File: src/rtl/spi_rx_deserializer_pkg.sv
// ---------------------------------------------------------------------------
// spi_pkg
// Shared definitions for the SPI receive deserializer slice.
//   DEFAULT_DATA_W : default number of bits per received word
//   state_t        : receiver FSM states (IDLE, SHIFT)
// ---------------------------------------------------------------------------
package spi_pkg;

   localparam int DEFAULT_DATA_W = 8;

   typedef enum logic [0:0] {
      IDLE  = 1'b0,
      SHIFT = 1'b1
   } state_t;

endpackage : spi_pkg

File: src/rtl/spi_rx_deserializer_if.sv
// ---------------------------------------------------------------------------
// spi_rx_deserializer_if
// Word-level output channel of the SPI receive deserializer.
//   rx_data     : last completed word
//   rx_valid    : rx_data holds a word the consumer has not taken yet
//   rx_ready    : consumer takes rx_data when rx_valid and rx_ready are high
//   overrun     : sticky flag, a completed word was dropped
//   overrun_clr : synchronous clear request for overrun
// Modports:
//   master : the deserializer (drives data/valid/overrun)
//   slave  : the consumer (drives ready/overrun_clr)
// ---------------------------------------------------------------------------
interface spi_rx_deserializer_if
   import spi_pkg::*;
#(
   parameter int DATA_W = DEFAULT_DATA_W
);

   logic [DATA_W-1:0] rx_data;
   logic              rx_valid;
   logic              rx_ready;
   logic              overrun;
   logic              overrun_clr;

   modport master (
      output rx_data,
      output rx_valid,
      output overrun,
      input  rx_ready,
      input  overrun_clr
   );

   modport slave (
      input  rx_data,
      input  rx_valid,
      input  overrun,
      output rx_ready,
      output overrun_clr
   );

endinterface : spi_rx_deserializer_if

File: src/rtl/spi_rx_deserializer_sclk_edge_det.sv
// ---------------------------------------------------------------------------
// sclk_edge_det
// Rising-edge detector for the divided serial clock. sclk is already
// registered in the clk_in domain, so a single history flop is enough.
// The history flop tracks sclk at all times, independent of whether a
// transaction is active, so a clock that is already high when a
// transaction starts does not look like a fresh edge.
// Ports:
//   clk_in : system clock (rising edge)
//   rst    : asynchronous active-high reset
//   sclk   : divided serial clock, synchronous to clk_in
//   rise   : one-cycle pulse, sclk high now and low in the previous cycle
// ---------------------------------------------------------------------------
module sclk_edge_det (
   input  logic clk_in,
   input  logic rst,
   input  logic sclk,
   output logic rise
);

   logic sclk_q;

   // History of sclk, one clk_in cycle old.
   always_ff @(posedge clk_in or posedge rst) begin
      if (rst) begin
         sclk_q <= 1'b0;
      end else begin
         sclk_q <= sclk;
      end
   end

   assign rise = sclk & ~sclk_q;

endmodule : sclk_edge_det

File: src/rtl/spi_rx_deserializer.sv
// ---------------------------------------------------------------------------
// spi_rx_deserializer
// Collects DATA_W bits of serial data sampled on sclk rising edges while
// en (chip select) is asserted and presents each completed word on a
// valid/ready channel. A word completed while the previous one is still
// unconsumed is dropped and flagged through the sticky overrun bit.
// Parameters:
//   DATA_W    : bits per word (2..16)
//   MSB_FIRST : 1 = first sampled bit ends up in rx_data[DATA_W-1],
//               0 = first sampled bit ends up in rx_data[0]
// Ports:
//   clk_in : system clock (rising edge)
//   rst    : asynchronous active-high reset
//   en     : transaction active, synchronous to clk_in
//   sclk   : divided serial clock, registered in the clk_in domain
//   miso   : serial data, valid around each sclk rising edge
//   busy   : high while the FSM is in SHIFT
//   rx     : word output channel (master side of spi_rx_deserializer_if)
// ---------------------------------------------------------------------------
module spi_rx_deserializer
   import spi_pkg::*;
#(
   parameter int DATA_W    = DEFAULT_DATA_W,
   parameter bit MSB_FIRST = 1'b1
) (
   input  logic                   clk_in,
   input  logic                   rst,
   input  logic                   en,
   input  logic                   sclk,
   input  logic                   miso,
   output logic                   busy,
   spi_rx_deserializer_if.master  rx
);

   localparam int CNT_W = $clog2(DATA_W + 1);

   state_t            state;
   logic [CNT_W-1:0]  bit_cnt;
   logic [DATA_W-1:0] shreg;
   logic [DATA_W-1:0] shreg_nxt;
   logic              rise;
   logic              sample;
   logic              last_bit;
   logic              complete;
   logic              accept;
   logic              handshake;

   sclk_edge_det u_edge (
      .clk_in (clk_in),
      .rst    (rst),
      .sclk   (sclk),
      .rise   (rise)
   );

   // An edge only counts while already in SHIFT and en is still high; the
   // cycle where en rises (still IDLE) and the cycle where en falls both
   // ignore edges.
   assign sample    = (state == SHIFT) && en && rise;
   assign last_bit  = (bit_cnt == CNT_W'(DATA_W - 1));
   assign complete  = sample && last_bit;
   assign handshake = rx.rx_valid && rx.rx_ready;

   // A completed word is taken when the output slot is empty or is being
   // emptied in this very cycle; otherwise it is dropped as an overrun.
   assign accept    = complete && (!rx.rx_valid || rx.rx_ready);

   assign busy      = (state == SHIFT);

   // Next shift register value including the bit sampled on this edge.
   // This is also the value loaded into rx_data on completion, so the word
   // appears one clk_in cycle after the final sampling edge.
   always_comb begin
      shreg_nxt = shreg;
      if (MSB_FIRST) begin
         shreg_nxt = {shreg[DATA_W-2:0], miso};
      end else begin
         shreg_nxt = {miso, shreg[DATA_W-1:1]};
      end
   end

   // Two-state FSM: SHIFT for as long as chip select is asserted.
   always_ff @(posedge clk_in or posedge rst) begin
      if (rst) begin
         state <= IDLE;
      end else begin
         case (state)
            IDLE: begin
               if (en) begin
                  state <= SHIFT;
               end
            end
            SHIFT: begin
               if (!en) begin
                  state <= IDLE;
               end
            end
            default: begin
               state <= IDLE;
            end
         endcase
      end
   end

   // Bit counter and shift register. Outside an active transaction both
   // are held cleared, so a word aborted by en falling leaves nothing
   // behind for the next transaction.
   always_ff @(posedge clk_in or posedge rst) begin
      if (rst) begin
         bit_cnt <= '0;
         shreg   <= '0;
      end else if ((state != SHIFT) || !en) begin
         bit_cnt <= '0;
         shreg   <= '0;
      end else if (rise) begin
         shreg <= shreg_nxt;
         if (last_bit) begin
            bit_cnt <= '0;
         end else begin
            bit_cnt <= bit_cnt + CNT_W'(1);
         end
      end
   end

   // Output slot. A completion that is accepted refills the slot even when
   // the consumer takes the old word in the same cycle, so rx_valid stays
   // high in that case.
   always_ff @(posedge clk_in or posedge rst) begin
      if (rst) begin
         rx.rx_data  <= '0;
         rx.rx_valid <= 1'b0;
      end else if (accept) begin
         rx.rx_data  <= shreg_nxt;
         rx.rx_valid <= 1'b1;
      end else if (handshake) begin
         rx.rx_valid <= 1'b0;
      end
   end

   // Sticky overrun flag; a new drop in the same cycle as a clear request
   // keeps the flag set.
   always_ff @(posedge clk_in or posedge rst) begin
      if (rst) begin
         rx.overrun <= 1'b0;
      end else if (complete && !accept) begin
         rx.overrun <= 1'b1;
      end else if (rx.overrun_clr) begin
         rx.overrun <= 1'b0;
      end
   end

endmodule : spi_rx_deserializer

File: src/flat_wrapper.sv
// flat-port wrapper written by rule: the top's interface ports become plain ports
module spi_rx_deserializer_flat import spi_pkg::*;
#(
   parameter int DATA_W    = DEFAULT_DATA_W,
   parameter bit MSB_FIRST = 1'b1
)
  (clk_in, rst, en, sclk, miso, busy, rx_rx_data, rx_rx_valid, rx_overrun, rx_rx_ready, rx_overrun_clr);
  spi_rx_deserializer_if #(.DATA_W(DATA_W)) rx_i ();
  input  logic clk_in;
  input  logic rst;
  input  logic en;
  input  logic sclk;
  input  logic miso;
  output logic busy;
  output wire logic [$bits(rx_i.rx_data)-1:0] rx_rx_data;
  output wire logic [$bits(rx_i.rx_valid)-1:0] rx_rx_valid;
  output wire logic [$bits(rx_i.overrun)-1:0] rx_overrun;
  input wire logic [$bits(rx_i.rx_ready)-1:0] rx_rx_ready;
  input wire logic [$bits(rx_i.overrun_clr)-1:0] rx_overrun_clr;
  assign rx_rx_data = rx_i.rx_data;
  assign rx_rx_valid = rx_i.rx_valid;
  assign rx_overrun = rx_i.overrun;
  assign rx_i.rx_ready = rx_rx_ready;
  assign rx_i.overrun_clr = rx_overrun_clr;
  spi_rx_deserializer #(.DATA_W(DATA_W), .MSB_FIRST(MSB_FIRST)) u_core (.clk_in(clk_in), .rst(rst), .en(en), .sclk(sclk), .miso(miso), .busy(busy), .rx(rx_i));
endmodule
File: config.mk
export PLATFORM = sky130hd
export DESIGN_NAME = spi_rx_deserializer_flat
export DESIGN_NICKNAME = d
export VERILOG_FILES = /design/src/rtl/spi_rx_deserializer_pkg.sv /design/src/rtl/spi_rx_deserializer_if.sv /design/src/rtl/spi_rx_deserializer_sclk_edge_det.sv /design/src/rtl/spi_rx_deserializer.sv /design/src/flat_wrapper.sv
export SDC_FILE = /design/constraint.sdc
export NUM_CORES = 1
export LEC_CHECK = 0
export ABC_AREA = 1
export CAP_MARGIN = 20
export CELL_PAD_IN_SITES_DETAIL_PLACEMENT = 1
export CELL_PAD_IN_SITES_GLOBAL_PLACEMENT = 2
export CORE_AREA = 4 4 60 62
export CTS_CLUSTER_DIAMETER = 30
export DETAILED_ROUTE_END_ITERATION = 8
export DIE_AREA = 0 0 64 66
export GPL_ROUTABILITY_DRIVEN = 0
export HOLD_SLACK_MARGIN = 0.1
export PLACE_DENSITY_LB_ADDON = 0.1
export SYNTH_ARGS = -nofsm -noshare
export SYNTH_HDL_FRONTEND = slang
export SYNTH_SLANG_ARGS = --single-unit
export TNS_END_PERCENT = 5
File: constraint.sdc
create_clock -name clk_in -period 3.5 [get_ports clk_in]
set_clock_uncertainty 0.05 [all_clocks]
set_input_delay 0.7 -clock clk_in [delete_from_list [all_inputs] [get_ports clk_in]]
set_output_delay 0.7 -clock clk_in [all_outputs]
set_load 0.02 [all_outputs]
==> results by group <==
Outcome
  – Status: finished clean

Worst setup path
  – Crit path depth: 1
  – Max Fanout on Critical Path: 2
  – CP cell instances: clkdlybuf4s50_1
  – FF-to-FF path depth: 6
  – Worst path max stage delay: 0.61 ns
  – Crit path buffers/inverters: 1
  – CP endpoint kind: output pin
  – WS Path Type: flop to output pin
  – Delay-heaviest family, CP: buffers and inverters
  – Worst setup path start: u_core.rx.rx_data[5]
  – R2R Path Start: u_core.bit_cnt[0]
  – CP arrival: 1.30 ns
  – Worst setup SP type: flop
  – Slowest-stage cell, CP: clkdlybuf4s50_1
  – CP Data Required Time: ~2.8 ns

Timing
  – Final min period: 2.047 ns
  – Worst Max-Slew Pin Slew: 0.8968 ns
  – Fmax: slightly below 0.5 GHz
  – Slew Viols, Final: 0
  – # setup viols final: 0
  – Final period utilization: 0.5848
  – Slew Limit Headroom: 0.4015
  – Setup TNS: 0 ns
  – Hold Violations, Final: 0
  – Unrepaired setup endpoints after global routing: false

Clock network
  – Post-CTS setup buffers: 0
  – Clock root cell: clkbuf_4
  – Hold bufs inserted after CTS: 0
  – CTS tree: built
  – Clock sinks: 23
  – H-Tree Depth: 1
  – Post-CTS sizing: 0
  – Reg clk slew, reported paths: between 0.1 and 0.15 ns
  – Clk buf depth: 2
  – Num CTS Buffers: 3
  – Clock Latency Late Sink: 0.30 ns

Power
  – Power per cell area: 340.4 nW/µm²
  – Leak Pwr: 0.5661 nW
  – Peak VDD IR: roughly 0.12 mV

Logic synthesis
  – Synthesized Nets: 110
  – FF+latch count, synth: 23
  – Synth cell types: 16
  – Async SR Flop Fraction: 1.000
  – Syn avg cell area: 9.605 µm²
  – Number of synthesized flops with an enable pin: 0
  – Yosys top cell area share: 0.5875
  – Yosys warning count: 0
  – Synth Cell Area: between 900 and 1000 µm²
  – Most common cell in the netlist: nand2_1
  – Main synth FF type: dfrtp_1
  – Syn Inst Count: 102
  – Synth top cells by count: 32 x nand2_1, 23 x dfrtp_1, 15 x inv_1, 9 x nand4_1, 5 x o22ai_1
  – Register area share after synthesis: 0.5875
  – Ranking of synthesized cells by area: dfrtp_1 59%, nand2_1 12%, inv_1 5.7%
  – Synth area leader: dfrtp_1

Global route
  – Initial antenna violation count: 0
  – Largest net degree at the start of global routing: 24
  – Vias in the first global route: 794
  – Overflow after GRT: 0
  – Total track usage: 0.1100
  – First-pass GRT wire length: between 3000 and 4000 µm

Cells and area
  – Non-filler cells in the finished layout: around 170
  – Post-layout nets: 130
  – Layout area overhead: 24.14%
  – ANT cells: 0
  – Layout cells sized above 1: 0.07438

Floorplanning
  – I/O pins: 18
  – Die Ht: 66 µm
  – Total number of placement rows: 20
  – Die Wd: 64 µm
  – Core ar.: 3028 µm²
  – Die area: 4224 µm²
  – Starting Density: 0.3236

Route
  – Initial drt markers: 14
  – Remaining antenna violation count: 0
  – First-pass iteration count of the detailed router: 2
  – Post-Route WL: 2024 µm
  – Vias: 740
  – WL/cell: about 12 µm
  – Vias per std cell: 4.485
  – DRC: 0

Placed design
  – I/O Buffers: 17
  – HPWL after DPL: 1515 µm
  – Placed Cells: about 160

Min path
  – Hold Path Class: flop to flop
  – Worst hold path cell count: 2
  – Hold Path Origin: u_core.rx.rx_data[1]

Flow run
  – Max-Cap Viols: 0
cells in the final DEF, fill, tap and decap left out:
cell and count:
a21oi_1 1, clkbuf_4 3, clkdlybuf4s50_1 17, clkinv_2 1, dfrtp_1 23, ha_1 1, inv_1 15, nand2_1 32
nand2_2 2, nand3_1 3, nand3_4 1, nand4_1 9, nor2_4 1, nor2_8 1, o21ai_0 4, o21ai_1 2
o22ai_1 5
final timing paths:
| kind | to | slack (ns) |
|---|---|---|
| max in group asynchronous | u_core.shreg[4] | 2.03 |
| setup reg to reg | u_core.rx.rx_data[5] | 2.10 |
| setup / recovery | rx_rx_data[5] | 1.45 |
| hold / removal | u_core.rx.rx_data[1] | 0.43 |
| hold reg to reg | u_core.rx.rx_data[1] | 0.43 |
| min in group asynchronous | u_core.bit_cnt[3] | 0.82 |
report_power, final:
| part | switching, W | leakage (nW) | internal, W |
|---|---|---|---|
| Sequential | 0.00000124 | 0.316 | 0.000268 |
| Combinational | 0.0000143 | 0.232 | 0.00000895 |
| Clock | 0.0000792 | 0.0177 | 0.0000426 |
| Total | 0.0000947 | 0.566 | 0.000319 |
layer usage:
| layer | GRT usage | vias to the layer above | routed length, µm |
|---|---|---|---|
| li1 | - | 371 | - |
| met1 | 0.1426 | 354 | 1017 |
| met2 | 0.1742 | 13 | 893 |
| met3 | 0.03061 | 2 | 101 |
| met4 | 0.04043 | 0 | 11 |
| met5 | 0 | - | 0 |
layout make-up:
cell class / count / area, µm²
Tap cell: 44 / 55.05
Timing Repair Buffer: 17 / 170.2
Fill cell: 379 / 1812
Multi-Input combinational cell: 62 / 331.6
Inverter: 15 / 56.30
Clock buffer: 3 / 22.52
Sequential cell: 23 / 575.6
Clock inverter: 1 / 5.005
state kept, by name, indices dropped and copies added (netlist names):
signal,count
u_core.bit_cnt,4
u_core.rx.rx_data,8
u_core.busy,1
u_core.u_edge.sclk_q,1
u_core.shreg,7
u_core.rx.rx_valid,1
u_core.rx.overrun,1
cell families (layout without fill, tap and decap cells):
logic type | after synthesis | count (layout) | share of synthesized area
simple gates | 49 | 49 | 0.2580
compound gates | 12 | 12 | 0.06768
flops | 23 | 23 | 0.5875
buf+inv | 17 | 36 | 0.07406
fa+ha+maj | 1 | 1 | 0.01277
stage by stage:
stage	worst slack, ns	cell area (µm²)	utilization	total power (W)	hold slack (ns)
2_1_floorplan	2.121	979.7	-	0.0002860	0.4091
3_3_place_gp	1.412	1189	0.3926	0.0002978	0.4067
3_5_place_dp	1.372	1189	0.3926	0.0002981	0.4075
4_1_cts	1.424	1216	0.4017	0.0004263	0.4402
5_1_grt	1.386	1216	0.4017	0.0004385	0.4612
6_report	1.453	1216	0.4017	0.0004139	0.4337
Note: power is estimated with default switching activity, not from simulation.
